File: src/rtl/adc_spi_sampler.sv
// adc_spi_sampler: SPI master front end for a 12-bit serial ADC.
// Shifts in one NBITS frame per conversion and strobes Listo on update.
module adc_spi_sampler #(
  parameter int CLK_DIV = 4,
  parameter int NBITS   = 16,
  parameter int DATA_W  = 12,
  parameter int GAP_CYC = 20
) (
  input  logic                    clk,
  input  logic                    rst,
  input  logic                    en,
  input  logic                    data_in,
  output logic                    sclk,
  output logic                    CS,
  output logic [DATA_W-1:0]       Dato,
  output logic [NBITS-DATA_W-1:0] Zeros,
  output logic                    Listo,
  output logic                    busy
);
  localparam int DIV_W = $clog2(CLK_DIV);
  localparam int BIT_W = $clog2(NBITS+1);
  localparam int GAP_W = $clog2(GAP_CYC+1);
  localparam logic [DIV_W-1:0] DIV_TC   = DIV_W'(CLK_DIV-1);
  localparam logic [BIT_W-1:0] BIT_LAST = BIT_W'(NBITS-1);
  localparam logic [GAP_W-1:0] GAP_TC   = GAP_W'(GAP_CYC-1);

  typedef enum logic [2:0] {
    IDLE, SETUP, SHIFT, DONE, GAP
  } state_t;

  state_t                  r_state, w_nxt;
  logic [DIV_W-1:0]        r_div, w_div_nxt;
  logic [BIT_W-1:0]        r_bit, w_bit_nxt;
  logic [GAP_W-1:0]        r_gap, w_gap_nxt;
  logic [NBITS-1:0]        r_shift, w_shift_nxt;
  logic [DATA_W-1:0]       r_dato, w_dato_nxt;
  logic [NBITS-DATA_W-1:0] r_zeros, w_zeros_nxt;
  logic                    r_sclk, w_sclk_nxt;
  logic                    r_cs, w_cs_nxt;
  logic                    r_listo, w_listo_nxt;
  logic                    r_busy, w_busy_nxt;

  always_comb begin
    w_nxt       = r_state;
    w_div_nxt   = r_div;
    w_bit_nxt   = r_bit;
    w_gap_nxt   = r_gap;
    w_shift_nxt = r_shift;
    w_dato_nxt  = r_dato;
    w_zeros_nxt = r_zeros;
    w_sclk_nxt  = 1'b1;
    w_listo_nxt = 1'b0;
    unique case (r_state)
      IDLE: begin
        w_div_nxt = '0;
        w_bit_nxt = '0;
        w_gap_nxt = '0;
        if (en) w_nxt = SETUP;
      end
      SETUP: begin
        w_bit_nxt = '0;
        if (r_div == DIV_TC) begin
          w_div_nxt = '0;
          w_nxt     = SHIFT;
        end else begin
          w_div_nxt = r_div + 1'b1;
        end
      end
      SHIFT: begin
        w_sclk_nxt = r_sclk;
        if (r_div == DIV_TC) begin
          w_div_nxt  = '0;
          w_sclk_nxt = ~r_sclk;
          // data is taken on the SCLK rising toggle
          if (!r_sclk) begin
            w_shift_nxt = {r_shift[NBITS-2:0], data_in};
            w_bit_nxt   = r_bit + 1'b1;
            if (r_bit == BIT_LAST) w_nxt = DONE;
          end
        end else begin
          w_div_nxt = r_div + 1'b1;
        end
      end
      DONE: begin
        w_dato_nxt  = r_shift[DATA_W-1:0];
        w_zeros_nxt = r_shift[NBITS-1:DATA_W];
        w_listo_nxt = 1'b1;
        w_gap_nxt   = '0;
        w_nxt       = GAP;
      end
      GAP: begin
        if (r_gap == GAP_TC) begin
          w_gap_nxt = '0;
          w_nxt     = IDLE;
        end else begin
          w_gap_nxt = r_gap + 1'b1;
        end
      end
      default: w_nxt = IDLE;
    endcase
    w_cs_nxt   = !(w_nxt == SETUP || w_nxt == SHIFT);
    w_busy_nxt = (w_nxt != IDLE);
  end

  always_ff @(posedge clk or negedge rst) begin
    if (!rst) begin
      r_state <= IDLE;
      r_div   <= '0;
      r_bit   <= '0;
      r_gap   <= '0;
      r_shift <= '0;
      r_dato  <= '0;
      r_zeros <= '0;
      r_sclk  <= 1'b1;
      r_cs    <= 1'b1;
      r_listo <= 1'b0;
      r_busy  <= 1'b0;
    end else begin
      r_state <= w_nxt;
      r_div   <= w_div_nxt;
      r_bit   <= w_bit_nxt;
      r_gap   <= w_gap_nxt;
      r_shift <= w_shift_nxt;
      r_dato  <= w_dato_nxt;
      r_zeros <= w_zeros_nxt;
      r_sclk  <= w_sclk_nxt;
      r_cs    <= w_cs_nxt;
      r_listo <= w_listo_nxt;
      r_busy  <= w_busy_nxt;
    end
  end

  assign sclk  = r_sclk;
  assign CS    = r_cs;
  assign Dato  = r_dato;
  assign Zeros = r_zeros;
  assign Listo = r_listo;
  assign busy  = r_busy;
endmodule

File: config.mk
export PLATFORM = sky130hd
export DESIGN_NAME = adc_spi_sampler
export DESIGN_NICKNAME = d
export VERILOG_FILES = /design/src/rtl/adc_spi_sampler.sv
export SDC_FILE = /design/constraint.sdc
export NUM_CORES = 1
export LEC_CHECK = 0
export BUFFER_PORTS_ARGS = -buffer_cell sky130_fd_sc_hd__buf_2
export CAP_MARGIN = 20
export CORE_MARGIN = 2
export CORE_UTILIZATION = 55
export CTS_CLUSTER_SIZE = 24
export DETAILED_ROUTE_END_ITERATION = 16
export PLACE_DENSITY = 0.75
export SYNTH_ARGS = -nofsm -noshare
export SYNTH_HDL_FRONTEND = slang
export SYNTH_SLANG_ARGS = --single-unit
File: constraint.sdc
create_clock -name clk -period 4.4 [get_ports clk]
set_input_delay 0.88 -clock clk [delete_from_list [all_inputs] [get_ports clk]]
set_output_delay 0.88 -clock clk [all_outputs]
set_load 0.005 [all_outputs]
==> flow_summary.json <==
{
  "outcome": "finished, final reports clean",
  "relSlewSlack": 0.3492,
  "powerDensity_mw_per_mm2": 313.1,
  "ir_drop_v": 0.0002382,
  "antenna_found_initial": 0,
  "fp.dieArea_mm2": 0.004558,
  "ys.flop_type": "dfrtp_1",
  "first_pass_iters": 4,
  "whs_ns": 0.3959,
  "skew_ns": 0.006869,
  "htreeDepth": 2,
  "drt_iter0_markers": 108,
  "insertion_delay_ns": 0.31,
  "fp.dieW_um": 67.51,
  "hold_viol_final": 0,
  "cts_tree": "built",
  "syn_to_final_growth_pct": 11.73,
  "layout_setup_ws_ns": 2.234,
  "tightest_slew_ns": 0.9732,
  "synth_seq_cells": 51,
  "gp_congestion": 0.7869,
  "synth_edf_count": 0,
  "post-route-period-util": 0.4923,
  "pre_cts_ws_ns": 2.234,
  "first_global_vias": 1318,
  "wire_per_inst_um": 15.43,
  "start_util": 0.5627,
  "drt-total-wl_um": 3749,
  "ios": 24,
  "rows": 23,
  "cts_max_path_buffers": 2,
  "antenna_left": 0,
  "vias": 1336,
  "final-setup-viol-count": 0,
  "io_buffer_count": 23,
  "fin_nets": 200,
  "hold_class": "in2async",
  "post_cts_resized": 0,
  "async_flop_share": 1.000,
  "syn_area_per_cell_um2": 13.28,
  "yosysTopAreaCell": "dfrtp_1",
  "synthTopCellsByCount": "49 x dfrtp_1, 24 x mux2_2, 9 x mux2_4, 9 x nand2_1, 9 x nand3_1",
  "diodes": 0,
  "hpwlAfterDp_um": 2540,
  "synthesis.area_mm2": 0.002218,
  "cts_buffers": 5,
  "grt_first_pass_wirelength_um": 6320,
  "slew_violations": 0,
  "drc_errors": 0,
  "overflow": 0,
  "synth_cells": 167,
  "drt-vias-per-instance": 5.498,
  "grt_usage": 0.1901,
  "cts_hold_buf": 0,
  "grt_max_degree": 52,
  "finalCriticalPeriod_ns": 2.166,
  "clkTransAtPathRegs_ns": 0.10,
  "drv_cap": 0,
  "die_h_um": 67.51,
  "timing.fmax_mhz": 461.7,
  "postCtsSetupRepairBufs": 0,
  "drive_above_1_share": 0.3782,
  "yosysMostFrequentCell": "dfrtp_1",
  "cts_sinks": 51,
  "critPathKind": "reg2reg",
  "p_leak_nw": 1.295,
  "tns_ns": 0,
  "required_ns": 4.59,
  "core_mm2": 0.003943,
  "yosys.area.top_type_share": 0.5527,
  "worst-path-max-fanout": 21,
  "yosys_warnings": 0,
  "yosysSeqAreaShare": 0.5764,
  "critPathArrivalTime_ns": 2.36,
  "synth_area_leaders": "dfrtp_1 55%, mux2_2 12%, mux2_4 6.1%",
  "cts.root.buffer_cell": "clkbuf_8",
  "synth_nets": 175,
  "rsz0062_at_grt": "no",
  "synth_cell_types": 40,
  "startpoint_type": "register",
  "critPathCaptureType": "register"
}
## logic make-up after synthesis
kind of cell	after synthesis	share of synthesized area
AND/OR/NAND/NOR	38	0.09870
AO/OA/AOI/OAI	23	0.07050
buffers and inverters	13	0.02820
flip-flops	51	0.5764
adder cells (fa/ha/maj)	4	0.02256
multiplexers	35	0.1918
XOR/XNOR	3	0.01185
## cell type report
type,count,area (um^2)
clock inverters,2,16.27
repair buffers,24,135.1
well taps,50,62.56
inverters,7,26.28
multi-input cells,103,877.1
flip-flops and latches,51,1279
fillers,322,1464
clock buffers,6,82.58
## state kept, by name, indices dropped and copies added (netlist names)
| name | cells |
|---|---|
| r_div | 2 |
| r_shift | 16 |
| r_state | 3 |
| r_gap | 5 |
| Listo | 1 |
| CS | 1 |
| sclk | 1 |
| busy | 1 |
| Dato | 12 |
| Zeros | 4 |
| r_bit | 5 |
## path summary, 6_finish.rpt
path                                 start     endpoint  depth (start not counted)  slack [ns]
worst max-delay path            r_state[0]      Dato[9]                          2        2.23
worst min-delay path                   rst         busy                          1        0.40
worst max register to register  r_state[0]      Dato[9]                          2        2.23
worst min register to register    r_div[0]     r_div[0]                          1        0.50
max in group asynchronous              rst  r_shift[11]                          2        3.53
min in group clk                  r_div[0]     r_div[0]                          1        0.50
## per-stage QoR
step                cell area [um^2]  total power [mW]  utilization  std cells
floorplan                       2218            0.4865            -        167
finish                          2479            0.7762       0.6287        243
global route                    2479            0.8084       0.6287        243
detailed placement              2360            0.4979       0.5985        234
global placement                2360            0.4971       0.5985        234
CTS                             2459            0.7847       0.6236        242
## report_power, final
part | leakage [nW] | switching [mW] | total [mW] | internal, mW
Combinational | 0.581 | 0.0101 | 0.0167 | 0.00660
Clock | 0.0474 | 0.157 | 0.286 | 0.129
Sequential | 0.667 | 0.00231 | 0.473 | 0.471
## worst max-delay path, cell delays in order (launching register included)
cell and delay (ns):
dfrtp_1 0.69, nand3b_1 0.80, mux2_2 0.55
## layer usage
layer / up-vias / track usage / routed length [um]
met5: - / 0 / 0
met4: 0 / 0.07653 / 59
met3: 6 / 0.05333 / 170
met2: 27 / 0.3100 / 1896
met1: 667 / 0.2384 / 1622
li1: 636 / - / -
## layout by cell type (no fill, tap or decap), drive strengths merged, types with 2 or more instances in the layout
master / netlist / layout
a21oi: 3 / 3
a21o: 2 / 2
mux2: 33 / 33
clkbuf: 0 / 6
xor2: 2 / 2
mux2i: 2 / 2
o211ai: 2 / 2
nand3: 9 / 9
nor3b: 2 / 2
nor2: 6 / 6
dfrtp: 49 / 49
dfstp: 2 / 2
or2: 2 / 2
o31ai: 2 / 2
buf: 6 / 24
o21ai: 6 / 6
inv: 7 / 7
nand2: 10 / 10
ha: 4 / 4
nor2b: 2 / 2
(Power assumes the default switching activity.)
